`config.mk`:
```
export PLATFORM = sky130hd
export DESIGN_NAME = fp_normalize_round_flat
export DESIGN_NICKNAME = d
export VERILOG_FILES = /design/src/rtl/fp_pkg.sv /design/src/rtl/fp_normalize_round_if.sv /design/src/rtl/round_nearest_even.sv /design/src/rtl/fp_normalize_round.sv /design/src/flat_wrapper.sv
export SDC_FILE = /design/constraint.sdc
export NUM_CORES = 1
export LEC_CHECK = 0
export ABC_AREA = 1
export BUFFER_PORTS_ARGS = -buffer_cell sky130_fd_sc_hd__buf_2
export CORE_ASPECT_RATIO = 0.8
export CORE_MARGIN = 4
export CORE_UTILIZATION = 25
export DETAILED_ROUTE_END_ITERATION = 12
export GPL_TIMING_DRIVEN = 0
export SLEW_MARGIN = 10
export SYNTH_ARGS = -nofsm -noshare
export SYNTH_HDL_FRONTEND = slang
export SYNTH_SLANG_ARGS = --single-unit
export TNS_END_PERCENT = 10
```
`constraint.sdc`:
```
create_clock -name clk -period 8.95 [get_ports clk]
set_clock_uncertainty 0.15 [all_clocks]
set_input_delay 0 -clock clk [delete_from_list [all_inputs] [get_ports clk]]
set_output_delay 0 -clock clk [all_outputs]
set_load 0.02 [all_outputs]
```
`src/rtl/fp_pkg.sv`:
```
// rtl/fp_pkg.sv - shared types and constants for the FP normalize/round stage
package fp_pkg;

  typedef enum logic [1:0] {
    ST_IDLE  = 2'd0,
    ST_NORM  = 2'd1,
    ST_ROUND = 2'd2,
    ST_DONE  = 2'd3
  } fp_state_t;

  localparam int EXP_MAX = 255;
  localparam int BIAS    = 127;

  typedef struct packed {
    logic        sign;
    logic [7:0]  exponent;
    logic [22:0] fraction;
  } fp32_t;

  localparam fp32_t POS_INF = '{sign: 1'b0, exponent: 8'hFF, fraction: 23'h0};
  localparam fp32_t ZERO    = '{sign: 1'b0, exponent: 8'h00, fraction: 23'h0};

endpackage

```
`src/rtl/fp_normalize_round_if.sv`:
```
// rtl/fp_normalize_round_if.sv - input beat / result handshake bundle for fp_normalize_round
interface fp_normalize_round_if;
  logic        in_valid;
  logic        in_ready;
  logic        in_sign;
  logic [7:0]  in_exponent;
  logic [24:0] in_mantissa;
  logic        in_guard;
  logic        in_round;
  logic        in_sticky;
  logic        out_valid;
  logic        out_ready;
  logic [31:0] out_result;
  logic        out_overflow;
  logic        out_underflow;
  logic        out_inexact;

  modport master (
    output in_valid, in_sign, in_exponent, in_mantissa, in_guard, in_round, in_sticky, out_ready,
    input  in_ready, out_valid, out_result, out_overflow, out_underflow, out_inexact
  );

  modport slave (
    input  in_valid, in_sign, in_exponent, in_mantissa, in_guard, in_round, in_sticky, out_ready,
    output in_ready, out_valid, out_result, out_overflow, out_underflow, out_inexact
  );
endinterface

```
`src/rtl/round_nearest_even.sv`:
```
// rtl/round_nearest_even.sv - combinational round-to-nearest-even increment on a 25-bit mantissa
module round_nearest_even (
  input  logic [24:0] mant_i,
  input  logic        guard_i,
  input  logic        round_i,
  input  logic        sticky_i,
  output logic [24:0] mant_o,
  output logic        inexact_o
);
  logic inc;

  // A pure tie (guard only) rounds up only when that makes the lsb even
  assign inc       = guard_i & (round_i | sticky_i | mant_i[0]);
  assign mant_o    = mant_i + {24'b0, inc};
  assign inexact_o = guard_i | round_i | sticky_i;
endmodule

```
`src/rtl/fp_normalize_round.sv`:
```
// rtl/fp_normalize_round.sv - iterative normalize, RNE round and binary32 pack (FP_NORM_SUBNORMAL_EN enables gradual underflow)
module fp_normalize_round
  import fp_pkg::*;
#(
  parameter int MANT_W = 23,
  parameter int EXP_W  = 8
) (
  input  logic                 clk,
  input  logic                 reset,
  fp_normalize_round_if.slave  bus
);
  localparam int SW = MANT_W + 2;
  localparam int XW = EXP_W + 1;

  fp_state_t       state_q, state_d;
  logic            sign_q, sign_d;
  logic [XW-1:0]   exp_q, exp_d, e_post;
  logic [SW-1:0]   mant_q, mant_d, rnd_mant;
  logic [SW-2:0]   m_post;
  logic            g_q, g_d, r_q, r_d, s_q, s_d;
  fp32_t           result_q, result_d;
  logic            ovf_q, ovf_d, unf_q, unf_d, inx_q, inx_d;
  logic            rnd_inx, norm_zero;

  round_nearest_even u_rne (
    .mant_i    (mant_q),
    .guard_i   (g_q),
    .round_i   (r_q),
    .sticky_i  (s_q),
    .mant_o    (rnd_mant),
    .inexact_o (rnd_inx)
  );

  assign norm_zero = (mant_q == '0) && !g_q && !r_q;

  always_ff @(posedge clk) begin
    if (reset) state_q <= ST_IDLE;
    else       state_q <= state_d;
  end

  always_comb begin
    state_d = state_q;
    case (state_q)
      ST_IDLE:  if (bus.in_valid) state_d = ST_NORM;
      ST_NORM: begin
        if (mant_q[SW-1] || mant_q[SW-2]) state_d = ST_ROUND;
        else if (norm_zero)               state_d = ST_DONE;
        else if (exp_q == XW'(1))         state_d = ST_ROUND;
      end
      ST_ROUND: state_d = ST_DONE;
      ST_DONE:  if (bus.out_ready) state_d = ST_IDLE;
      default:  state_d = ST_IDLE;
    endcase
  end

  always_comb begin
    bus.in_ready      = (state_q == ST_IDLE);
    bus.out_valid     = (state_q == ST_DONE);
    bus.out_result    = result_q;
    bus.out_overflow  = ovf_q;
    bus.out_underflow = unf_q;
    bus.out_inexact   = inx_q;
  end

  always_comb begin
    sign_d   = sign_q;
    exp_d    = exp_q;
    mant_d   = mant_q;
    g_d      = g_q;
    r_d      = r_q;
    s_d      = s_q;
    result_d = result_q;
    ovf_d    = ovf_q;
    unf_d    = unf_q;
    inx_d    = inx_q;
    m_post   = rnd_mant[SW-1] ? rnd_mant[SW-1:1] : rnd_mant[SW-2:0];
    e_post   = exp_q + XW'(rnd_mant[SW-1]);
    case (state_q)
      ST_IDLE: if (bus.in_valid) begin
        sign_d = bus.in_sign;
        // Exponent 0 and 1 share the same scale; holding 1 lets the subnormal stop fire
        exp_d  = (bus.in_exponent == '0) ? XW'(1) : XW'(bus.in_exponent);
        mant_d = SW'(bus.in_mantissa);
        g_d    = bus.in_guard;
        r_d    = bus.in_round;
        s_d    = bus.in_sticky;
      end
      ST_NORM: begin
        if (mant_q[SW-1]) begin
          mant_d = mant_q >> 1;
          exp_d  = exp_q + XW'(1);
          s_d    = s_q | r_q;
          r_d    = g_q;
          g_d    = mant_q[0];
        end else if (!mant_q[SW-2] && norm_zero) begin
          result_d      = ZERO;
          result_d.sign = sign_q;
          ovf_d         = 1'b0;
          unf_d         = 1'b0;
          inx_d         = s_q;
        end else if (!mant_q[SW-2] && exp_q != XW'(1)) begin
          {mant_d, g_d, r_d} = {mant_q[SW-2:0], g_q, r_q, 1'b0};
          exp_d              = exp_q - XW'(1);
        end
      end
      ST_ROUND: begin
        ovf_d = 1'b0;
        unf_d = 1'b0;
        inx_d = rnd_inx;
        if (e_post >= XW'(EXP_MAX)) begin
          result_d      = POS_INF;
          result_d.sign = sign_q;
          ovf_d         = 1'b1;
          inx_d         = 1'b1;
        end else if (!m_post[MANT_W]) begin
`ifdef FP_NORM_SUBNORMAL_EN
          result_d.sign     = sign_q;
          result_d.exponent = '0;
          result_d.fraction = m_post[MANT_W-1:0];
          unf_d             = rnd_inx;
`else
          result_d      = ZERO;
          result_d.sign = sign_q;
          unf_d         = 1'b1;
          inx_d         = 1'b1;
`endif
        end else begin
          result_d.sign     = sign_q;
          result_d.exponent = e_post[EXP_W-1:0];
          result_d.fraction = m_post[MANT_W-1:0];
        end
      end
      default: ;
    endcase
  end

  always_ff @(posedge clk) begin
    if (reset) begin
      sign_q   <= 1'b0;
      exp_q    <= '0;
      mant_q   <= '0;
      g_q      <= 1'b0;
      r_q      <= 1'b0;
      s_q      <= 1'b0;
      result_q <= ZERO;
      ovf_q    <= 1'b0;
      unf_q    <= 1'b0;
      inx_q    <= 1'b0;
    end else begin
      sign_q   <= sign_d;
      exp_q    <= exp_d;
      mant_q   <= mant_d;
      g_q      <= g_d;
      r_q      <= r_d;
      s_q      <= s_d;
      result_q <= result_d;
      ovf_q    <= ovf_d;
      unf_q    <= unf_d;
      inx_q    <= inx_d;
    end
  end
endmodule
```
`src/flat_wrapper.sv`:
```
// flat-port wrapper written by rule: the top's interface ports become plain ports
module fp_normalize_round_flat import fp_pkg::*;
#(
  parameter int MANT_W = 23,
  parameter int EXP_W  = 8
)
  (clk, reset, bus_in_valid, bus_in_sign, bus_in_exponent, bus_in_mantissa, bus_in_guard, bus_in_round, bus_in_sticky, bus_out_ready, bus_in_ready, bus_out_valid, bus_out_result, bus_out_overflow, bus_out_underflow, bus_out_inexact);
  fp_normalize_round_if bus_i ();
  input  logic clk;
  input  logic reset;
  input wire logic [$bits(bus_i.in_valid)-1:0] bus_in_valid;
  input wire logic [$bits(bus_i.in_sign)-1:0] bus_in_sign;
  input wire logic [$bits(bus_i.in_exponent)-1:0] bus_in_exponent;
  input wire logic [$bits(bus_i.in_mantissa)-1:0] bus_in_mantissa;
  input wire logic [$bits(bus_i.in_guard)-1:0] bus_in_guard;
  input wire logic [$bits(bus_i.in_round)-1:0] bus_in_round;
  input wire logic [$bits(bus_i.in_sticky)-1:0] bus_in_sticky;
  input wire logic [$bits(bus_i.out_ready)-1:0] bus_out_ready;
  output wire logic [$bits(bus_i.in_ready)-1:0] bus_in_ready;
  output wire logic [$bits(bus_i.out_valid)-1:0] bus_out_valid;
  output wire logic [$bits(bus_i.out_result)-1:0] bus_out_result;
  output wire logic [$bits(bus_i.out_overflow)-1:0] bus_out_overflow;
  output wire logic [$bits(bus_i.out_underflow)-1:0] bus_out_underflow;
  output wire logic [$bits(bus_i.out_inexact)-1:0] bus_out_inexact;
  assign bus_i.in_valid = bus_in_valid;
  assign bus_i.in_sign = bus_in_sign;
  assign bus_i.in_exponent = bus_in_exponent;
  assign bus_i.in_mantissa = bus_in_mantissa;
  assign bus_i.in_guard = bus_in_guard;
  assign bus_i.in_round = bus_in_round;
  assign bus_i.in_sticky = bus_in_sticky;
  assign bus_i.out_ready = bus_out_ready;
  assign bus_in_ready = bus_i.in_ready;
  assign bus_out_valid = bus_i.out_valid;
  assign bus_out_result = bus_i.out_result;
  assign bus_out_overflow = bus_i.out_overflow;
  assign bus_out_underflow = bus_i.out_underflow;
  assign bus_out_inexact = bus_i.out_inexact;
  fp_normalize_round #(.MANT_W(MANT_W), .EXP_W(EXP_W)) u_core (.clk(clk), .reset(reset), .bus(bus_i));
endmodule
```
==> metrics.md, run 1 <==
| Metric | Value |
|---|---|
| Multiplexer share of the synthesized area | 0.00191 |
| Int Pwr | 1.07 mW |
| Fmax achieved | 267 MHz |
| First-pass GRT wire length | 28,200 um |
| Switching power total | 1.03 mW |
| Post-CTS sizing | 0 |
| Placed inst area | 0.00597 mm^2 |
| Post-place setup slack | 5.21 ns |
| Delay of the slowest cell on the worst path | 0.37 ns |
| Synth unique cells | 45 |
| Main synth FF type | dfxtp_1 |
| Seq/Total Area, Yosys | 0.286 |
| Post-Syn Nets | 910 |
| HP Class | input pin to flop |
| DRC Markers | 0 |
| Core region area | 0.0206 mm^2 |
| Pwr per Cell Area | 312 mW/mm^2 |
| # diodes | 0 |
| Syn avg cell area | 6.11 um^2 |
| Area leader, netlist | dfxtp_1 |
| Run status | finished clean |
| TritonCTS clock tree | yes |
| Clk root buf | clkbuf_16 |
| Clock transition at path regs | 0.06 ns |
| Crit-path slowest cell | dfxtp_1 |
| Combinational share of power | 0.528 |
| Filler cells | 2,316 |
| Mean routed wirelength per cell | 14.0 um |
| GP Congestion | 0.912 |
| Via total after detailed routing | 5,798 |
| TNS Setup | 0 ns |
| Via density | 4.59 |
| Die Area | 0.0234 mm^2 |
| Row cnt | 47 |
| Setup ws final | 5.20 ns |
| Clock latency on the worst-skew pair | 0.35 ns |
| # Max-Cap Violations | 0 |
| Setup crit start kind | flop |
| Req. time, crit path | 8.99 ns |
| Worst-Margin Slew | 0.827 ns |
| Final period utilization | 0.419 |
| CTS Buf Count | 9 |
| PortBufs | 76 |
| Leak | 2.91 nW |
| CP Capture Type | flop |
| Share of layout cells above drive strength 1 | 0.171 |
| Main combinational cell family by area after synthesis | simple AND/OR/NAND/NOR gates |
| Nets | 1,040 |
| Post-Synth XOR/XNOR Area | 0.0267 |
| Largest net degree at the start of global routing | 13 |
| CTS Buffer Depth | 2 |
| Area grow syn2layout | 28.4% |
| Worst-path maximum fanout | 10 |
| Ys async rst share | 0 |
| CP cell instances | nand2_1 > inv_1 > ha_1 > nand2_1 > nor2_2 > nand2_4 > nor2_4 > nand3_1 > nand2_1 > nand2_2 > buf_6 > ha_1 > ha_1 > nand3_1 > xor2_1 > nand2_1 > nor2_1 > nand2_1 > nand2_2 > buf_2 > nor2_1 > nand3_1 > a21oi_1 |
| EDFF count, synth | 0 |
| Yosys warnings | 0 |
| Initial antenna violation count | 0 |
| Vias in the first global route | 5,228 |
| Critical path class | flop to flop |
| Post-synthesis adder-cell area fraction | 0.0238 |
| Count leader, synth | nand2_1 |
| I/O Pins | 78 |
| GRT Total Usage | 0.153 |
| Starting Density | 0.254 |
| Most frequent CP cell | nand2_1 |
| Htree depth | 3 |
| Final setup vio count | 0 |
| HPWL after DPL | 14,000 um |
| Clk pwr share | 0.204 |
| Post-route ant nets | 0 |
| Most common library cells after synthesis | nand2_1 (190), nor2_1 (189), dfxtp_1 (75) |
| RSZ-0062 raised after global routing | false |
| Arrival @ worst endpoint | 3.79 ns |
| Clock sinks | 75 |
| Routed WL | 17,700 um |
| Post-Synthesis Cell Area | 0.00525 mm^2 |
| Pre-antenna DRT Iters | 5 |
| GRT overflow | 0 |
| Top-area cell type share of the netlist area | 0.286 |
| Pins Over Slew Limit | 0 |
| Crit path time final | 3.75 ns |
| Die H | 138 um |
| FF+latch count, synth | 75 |
| Compound-cell area share of the yosys netlist | 0.138 |
| Synthesized instance count | 859 |
| Seq pwr share | 0.268 |
| Final Hold Vio Count | 0 |
| Die Span X | 170 um |
| Post-Synth Simple-Gate Area | 0.428 |
| Design Area, Final | 0.00674 mm^2 |
| Slew HR | 0.448 |
| DRT iter0 DRCs | 500 |
| Worst IR drop on VDD | 113 uV |
| Switch share | 0.489 |
| Dominant cells by area after synthesis | dfxtp_1 (29%), nand2_1 (14%), nor2_1 (14%), o21ai_0 (6.9%), inv_1 (5.1%) |
metrics by stage:
step / total power [mW] / cells / hold slack, ns / utilization
6_report: 2.10 / 1263 / 0.0421 / 0.327
5_1_grt: 2.29 / 1263 / 0.0800 / 0.327
4_1_cts: 2.09 / 1263 / 0.0380 / 0.327
3_5_place_dp: 1.63 / 1204 / 0.136 / 0.289
3_3_place_gp: 1.63 / 1204 / 0.134 / 0.289
2_1_floorplan: 1.31 / 859 / 0.0107 / -
routing by layer:
| metal | track usage | up-vias | routed length (um) |
|---|---|---|---|
| met5 | 0 | - | 0 |
| met1 | 0.238 | 2581 | 9410 |
| li1 | - | 3006 | - |
| met3 | 0.0336 | 13 | 1390 |
| met2 | 0.212 | 198 | 6730 |
| met4 | 0.0333 | 0 | 175 |
path summary, 6_finish.rpt:
path,startpoint,to,slack [ns],depth (start not counted)
max,u_core.g_q,u_core.bus.out_result[11],5.20,23
min,bus_in_exponent[0],u_core.exp_q[0],0.04,7
max reg2reg,u_core.g_q,u_core.bus.out_result[11],5.20,23
min reg2reg,u_core.bus.out_result[10],u_core.bus.out_result[10],0.31,2
layout make-up:
class	instances	area, um^2	area share
timing repair buffer	119	811	0.120
multi-input combinational	668	3250	0.482
clock buffer	12	246	0.0366
buffer	38	205	0.0304
inverter	78	295	0.0438
tap	269	337	0.0499
sequential	75	1500	0.223
clock inverter	4	97.6	0.0145
power groups by stage:
stage | clock network (mW) | logic [mW] | registers, mW
floorplan | 0 | 0.783 | 0.528
global placement | 0 | 1.06 | 0.564
detailed placement | 0 | 1.07 | 0.564
CTS | 0.435 | 1.10 | 0.558
global route | 0.450 | 1.26 | 0.578
finish | 0.428 | 1.11 | 0.563
worst max-delay path, delay by kind of cell (launching register included):
family	cells	cell delay, ns
and+or+nand+nor	15	1.57
xor gates and xnor gates	1	0.31
DFF	1	0.37
buffers and inverters	3	0.48
adders and majority gates	3	0.63
AOI/OAI and AO/OA	1	0.06
repair_timing:
item                      CTS  global route
setup buffers               0             0
hold endpoints to repair   40             0
hold buffers               43             0
placed cells by master (no fill, tap or decap), types with 6 or more instances in the layout:
cell           netlist  final
ha_1                10     10
o21ai_0             72     72
nor3_1              27     27
xor2_1              15     15
a21oi_1             33     33
nand4_1             11     11
nand2_2             13     13
clkbuf_16            0      9
dlygate4sd3_1        0     43
dfxtp_1             75     75
nand3_2              6      6
nand2_1            190    190
nand3_1             46     46
nor2_4               6      6
clkbuf_1            18     20
or2_2                9      9
a21oi_2             10     10
inv_1               71     71
buf_2               12     88
nor2_1             189    189
sequential cells by signal, summed over array words and instances, names as in the netlist:
name and flops:
u_core.s_q 1, u_core.state_q 2, u_core.r_q 1, u_core.exp_q 9
u_core.bus.out_overflow 1, u_core.bus.out_underflow 1, u_core.mant_q 25, u_core.sign_q 1
u_core.g_q 1, u_core.bus.out_inexact 1, u_core.bus.out_result 32
logic make-up after synthesis:
family | count (synthesis)
AND/OR/NAND/NOR | 511
AO/OA/AOI/OAI | 130
buffers and inverters | 116
flip-flops | 75
XOR/XNOR | 16
adder cells (fa/ha/maj) | 10
multiplexers | 1
(Power assumes the default switching activity.)
==> run 2, diff against run 1 <==
Settings changed: ABC_AREA 1 to 0.
Clock period 8.95 ns to 3.4 ns, I/O delays scaled along.
==> metrics.md, run 2 <==
| Metric | Value |
|---|---|
| EDFF count, synth | 0 |
| CP Capture Type | flop |
| Via total after detailed routing | 6,066 |
| FF+latch count, synth | 75 |
| Starting Density | 0.258 |
| Via density | 5.52 |
| TritonCTS clock tree | yes |
| Combinational share of power | 0.579 |
| First-pass GRT wire length | 32,300 um |
| FF-to-FF End | u_core.bus.out_result[4] |
| Post-Syn Nets | 739 |
| GRT Total Usage | 0.179 |
| Area leader, netlist | dfxtp_1 |
| Synthesized instance count | 688 |
| GRT overflow | 0 |
| Hold Startpoint | reset |
| GP Congestion | 0.930 |
| Most frequent cells in the layout | buf_2 (87), nand2_1 (71), dfxtp_1 (69) |
| GRT met1 Usage | 0.275 |
| Pre-antenna DRT Iters | 5 |
| I/O Pins | 78 |
| Int Pwr | 2.74 mW |
| Top-area cell type share of the netlist area | 0.290 |
| Largest net degree at the start of global routing | 12 |
| Critical path class | flop to flop |
| Synth unique cells | 70 |
| Most common library cells after synthesis | dfxtp_1 (75), nand2_1 (71), nor2_1 (68) |
| Met3 Usage GRT | 0.0390 |
| Yosys warnings | 0 |
| Worst IR drop on VDD | 343 uV |
| CTS Buffer Depth | 2 |
| Final setup vio count | 0 |
| Nets | 882 |
| Routed WL | 20,700 um |
| DRC Markers | 0 |
| Arrival @ worst endpoint | 3.47 ns |
| Share of layout cells above drive strength 1 | 0.216 |
| PortBufs | 76 |
| Met2 Resource Use GR | 0.249 |
| R2r startpoint | u_core.g_q |
| Pwr per Cell Area | 766 mW/mm^2 |
| Final period utilization | 0.980 |
| # diodes | 0 |
| Clk pwr share | 0.178 |
| HP Class | input pin to flop |
| Switch share | 0.490 |
| Run status | finished clean |
| Worst-path maximum fanout | 5 |
| Count leader, synth | dfxtp_1 |
| Max reg flops | 32 |
| Layout Utilization | 0.349 |
| Most common cell after layout, fill and taps aside | buf_2 |
| Req. time, crit path | 3.53 ns |
| Die Span X | 169 um |
| Crit path time final | 3.33 ns |
| Pins Over Slew Limit | 0 |
| Row cnt | 46 |
| Core region area | 0.0201 mm^2 |
| Post-Synthesis Cell Area | 0.00518 mm^2 |
| Htree depth | 3 |
| Vias in the first global route | 5,582 |
| Worst R2R Setup Slack | 0.07 ns |
| Area grow syn2layout | 35.5% |
| Gr busiest metal | met1 |
| Multi-input logic area | 0.00356 mm^2 |
| Initial antenna violation count | 0 |
| Main synth FF type | dfxtp_1 |
| Die H | 137 um |
| Ys async rst share | 0 |
| Mean routed wirelength per cell | 18.9 um |
| Design Area, Final | 0.00701 mm^2 |
| Clk root buf | clkbuf_16 |
| Die Area | 0.0231 mm^2 |
| Placed inst area | 0.00598 mm^2 |
| Dominant cells by area after synthesis | dfxtp_1 (29%), nand2_1 (5.1%), nor2_1 (4.9%), a211oi_1 (4.2%), a21oi_1 (4.1%) |
| Seq pwr share | 0.242 |
| Reg area | 0.00151 mm^2 |
| Clock latency on the worst-skew pair | 0.35 ns |
| Filler cells | 2,113 |
| Final Hold Vio Count | 0 |
| Clock sinks | 75 |
| Fmax achieved | 300 MHz |
| DRT iter0 DRCs | 705 |
| Hold Path Depth | 3 |
| Switching power total | 2.63 mW |
| Syn avg cell area | 7.53 um^2 |
| Reg2Reg Depth | 15 |
| Worst hold endpoint | u_core.bus.out_result[13] |
| # Max-Cap Violations | 0 |
| Setup crit start kind | flop |
| HPWL after DPL | 15,600 um |
| Slew HR | 0.450 |
| CTS Buf Count | 9 |
| Clock transition at path regs | 0.06 ns |
| Post-route ant nets | 0 |
| Seq/Total Area, Yosys | 0.290 |
| Leak | 2.71 nW |
| RSZ-0062 raised after global routing | true |
| Worst-Margin Slew | 0.824 ns |
-- run 2: cell types whose count changed in the layout (fill, tap and decap cells not counted), moves of 13 or more --
cell,previous run,this run
nor2_1,189,67
a211oi_1,1,28
o21ai_0,72,24
buf_4,4,23
clkbuf_1,20,45
nand2_1,190,71
nor4_1,0,13
a221oi_1,1,23
nand3_1,46,26
and3_1,0,29
inv_1,71,9
nand2_2,13,0
-- run 2: stage by stage --
step                std cells  setup WS [ns]  TNS (ns)  power [mW]  hold slack [ns]
global placement         1028         -0.709    -17.64        4.14            0.116
CTS                      1096        -0.0800    -0.799        5.26            0.255
detailed placement       1028         -0.685    -17.20        4.16            0.116
finish                   1098         0.0678         0        5.37            0.266
floorplan                 688       0.000516         0        3.33         -0.00251
global route             1098        -0.0171   -0.0332        5.73            0.325
-- run 2: critical path: stages, from the launching register on --
cell	delay, ns
dfxtp_4	0.37
and2_4	0.15
ha_4	0.12
and3_4	0.21
nand4_1	0.17
nor3_4	0.29
nor2_4	0.07
inv_4	0.08
ha_4	0.17
ha_4	0.18
xnor2_4	0.12
nor3_2	0.06
a211oi_2	0.26
o211ai_1	0.24
nor3_4	0.38
a32o_1	0.22
-- run 2: how the worst max path moves through the flow --
stage,from,to
after floorplan,u_core.g_q,u_core.bus.out_result[3]
after global placement,u_core.mant_q[1],u_core.bus.out_result[11]
after detailed placement,u_core.g_q,u_core.bus.out_result[18]
after CTS,u_core.mant_q[0],u_core.bus.out_result[7]
after global routing,u_core.g_q,u_core.bus.out_result[9]
final,u_core.g_q,u_core.bus.out_result[4]
-- run 2: cell type report --
type                       count  share of cell area
inverter                      11             0.00678
clock buffer                  12              0.0351
multi-input combinational    528               0.507
tap                          264              0.0471
clock inverter                 2             0.00535
sequential                    75               0.216
timing repair buffer         137               0.135
buffer                        69              0.0469
-- run 2: power by group through the flow --
stage          clock [mW]  sequential [mW]  combinational (mW)
6_report            0.958             1.30                3.11
5_1_grt              1.01             1.32                3.40
4_1_cts             0.980             1.27                3.02
3_5_place_dp            0             1.27                2.89
3_3_place_gp            0             1.26                2.87
2_1_floorplan           0             1.22                2.11
-- run 2: logic make-up after synthesis --
family | share of synthesized area
AOI/OAI and AO/OA | 0.286
xor gates and xnor gates | 0.0372
adders and majority gates | 0.0242
buffers and inverters | 0.0725
DFF | 0.290
muxes | 0.0196
and+or+nand+nor | 0.270
-- run 2: routing by layer --
layer,share of wire,wire (um),up-vias
met2,0.41,8430,284
li1,-,-,2863
met5,0,0,-
met3,0.090,1870,23
met4,0.015,317,0
met1,0.49,10100,2896
-- run 2: what timing repair did --
| action | CTS | global route |
|---|---|---|
| cloned | 1 | 0 |
| hold endpoints to repair | 38 | 0 |
| pin swaps | 15 | 19 |
| hold buffers | 43 | 0 |
| setup endpoints to repair | 34 | 34 |
| resized for setup | 18 | 33 |
| buffers inserted | 11 | 6 |
==> run 3, diff against run 2 <==
Settings changed: ABC_AREA 0 to 1, CORE_MARGIN 4 to 2.
==> metrics.md, run 3 (synthesized netlist as in run 1, its figures left out) <==
| Metric | Value |
|---|---|
| Post-route ant nets | 0 |
| Switch share | 0.505 |
| Share of layout cells above drive strength 1 | 0.196 |
| Die Span X | 166 um |
| CTS Buf Count | 9 |
| CP Capture Type | flop |
| Nets | 1,047 |
| Final setup vio count | 0 |
| Row cnt | 47 |
| Final period utilization | 0.945 |
| Mean routed wirelength per cell | 14.2 um |
| Pins Over Slew Limit | 0 |
| Die H | 134 um |
| Max reg flops | 32 |
| Layout Utilization | 0.333 |
| Routed WL | 18,000 um |
| Crit path time final | 3.21 ns |
| Origin of the worst setup path | u_core.mant_q[5] |
| Slew HR | 0.461 |
| GRT Total Usage | 0.164 |
| GP Congestion | 0.908 |
| Int Pwr | 2.73 mW |
| # Max-Cap Violations | 0 |
| Leak | 2.95 nW |
| FF-to-FF End | u_core.bus.out_result[9] |
| Clock latency on the worst-skew pair | 0.35 ns |
| R2r startpoint | u_core.mant_q[5] |
| Fmax achieved | 311 MHz |
| HP Class | input pin to flop |
| Hold Path Depth | 7 |
| Clock sinks | 75 |
| Pre-antenna DRT Iters | 5 |
| CTS Buffer Depth | 2 |
| Run status | finished clean |
| Final Hold Vio Count | 0 |
| Initial antenna violation count | 0 |
| Worst IR drop on VDD | 307 uV |
| Setup crit start kind | flop |
| Area grow syn2layout | 30.8% |
| Clk pwr share | 0.178 |
| First-pass GRT wire length | 29,100 um |
| Hold Worst Slack | 0.0900 ns |
| Die Area | 0.0222 mm^2 |
| # diodes | 0 |
| Core region area | 0.0206 mm^2 |
| TritonCTS clock tree | yes |
| Critical path class | flop to flop |
| Non-filler cells, final | 1,270 |
| Clk root buf | clkbuf_16 |
| Via total after detailed routing | 5,899 |
| Pwr per Cell Area | 803 mW/mm^2 |
| Via density | 4.64 |
| Worst-path maximum fanout | 10 |
| TNS Setup | 0 ns |
| Most frequent cells in the layout | nand2_1 (187), nor2_1 (186), buf_2 (87) |
| Combinational share of power | 0.547 |
| Starting Density | 0.254 |
| RSZ-0062 raised after global routing | true |
| I/O Pins | 78 |
| Worst-Margin Slew | 0.808 ns |
| DRC Markers | 0 |
| Total chip power | 5.52 mW |
| GRT overflow | 0 |
| Arrival @ worst endpoint | 3.26 ns |
| Switching power total | 2.78 mW |
| DRT iter0 DRCs | 496 |
| Htree depth | 3 |
| PortBufs | 76 |
| Largest net degree at the start of global routing | 13 |
| Worst R2R Setup Slack | 0.19 ns |
| Crit path to | u_core.bus.out_result[9] |
| Vias in the first global route | 5,626 |
| HPWL after DPL | 14,000 um |
| Req. time, crit path | 3.44 ns |
| Cells after DPL | 1,204 |
| Most common cell after layout, fill and taps aside | nand2_1 |
| Seq pwr share | 0.275 |
| Clock transition at path regs | 0.06 ns |
| Reg2Reg Depth | 21 |
[run 3: power by group through the flow]
stage / Combinational (mW) / Clock [mW] / Sequential [mW]
global route: 3.41 / 1.03 / 1.55
CTS: 2.93 / 0.994 / 1.48
global placement: 2.80 / 0 / 1.49
floorplan: 2.06 / 0 / 1.39
finish: 3.02 / 0.982 / 1.52
detailed placement: 2.82 / 0 / 1.49
[run 3: layout make-up]
type	count	area [um^2]
plain buffers	38	216
clock inverters	5	52.6
flip-flops and latches	75	1510
well taps	269	337
repair buffers	126	870
clock buffers	11	243
inverters	78	295
fillers	2292	13800
multi-input cells	668	3340
[run 3: worst min-delay path by stage]
stage          slack (ns)                end           from
6_report             0.09  u_core.state_q[0]   bus_in_valid
2_1_floorplan        0.01         u_core.s_q  bus_in_sticky
3_3_place_gp         0.14      u_core.sign_q    bus_in_sign
3_5_place_dp         0.15      u_core.sign_q    bus_in_sign
5_1_grt              0.14  u_core.state_q[0]   bus_in_valid
4_1_cts              0.07  u_core.state_q[0]   bus_in_valid
[run 3: timing repair]
action | 4_1_cts | 5_1_grt
endpoints found under the setup margin | 34 | 35
setup buffers | 4 | 1
gates cloned | 1 | 0
endpoints found under the hold margin | 40 | 0
pin swaps | 5 | 8
hold buffers | 44 | 0
resized for setup | 15 | 20
[run 3: worst max-delay path: stages (launching register included)]
cell and delay, ns:
dfxtp_1 0.50, nand2_1 0.17, nor2_4 0.17, nand2_4 0.09, nor2_4 0.13, nand3_1 0.08
nand2_1 0.07, nand2_2 0.08, buf_6 0.14, ha_4 0.17, ha_4 0.27, nand2_1 0.05
nand3b_1 0.17, nor2_2 0.13, nand2_1 0.06, nor2_1 0.08, nand2_1 0.09, nand2_4 0.12
buf_6 0.13, nor2_1 0.04, nand3_1 0.08, a21oi_1 0.06
[run 3: per-stage QoR]
step	instance area (um^2)	setup WS, ns
after floorplan	5250	0.179
after global placement	5970	-0.284
after detailed placement	5970	-0.341
after CTS	6790	0.0240
after global routing	6870	-0.0980
final	6870	0.188
[run 3: routing by layer]
metal  global-route usage  wire, um  vias to the layer above
li1                     -         -                     3014
met2                0.226      6860                      195
met3               0.0389      1250                       23
met1                0.250      9590                     2667
met4               0.0473       312                        0
met5                    0         0                        -
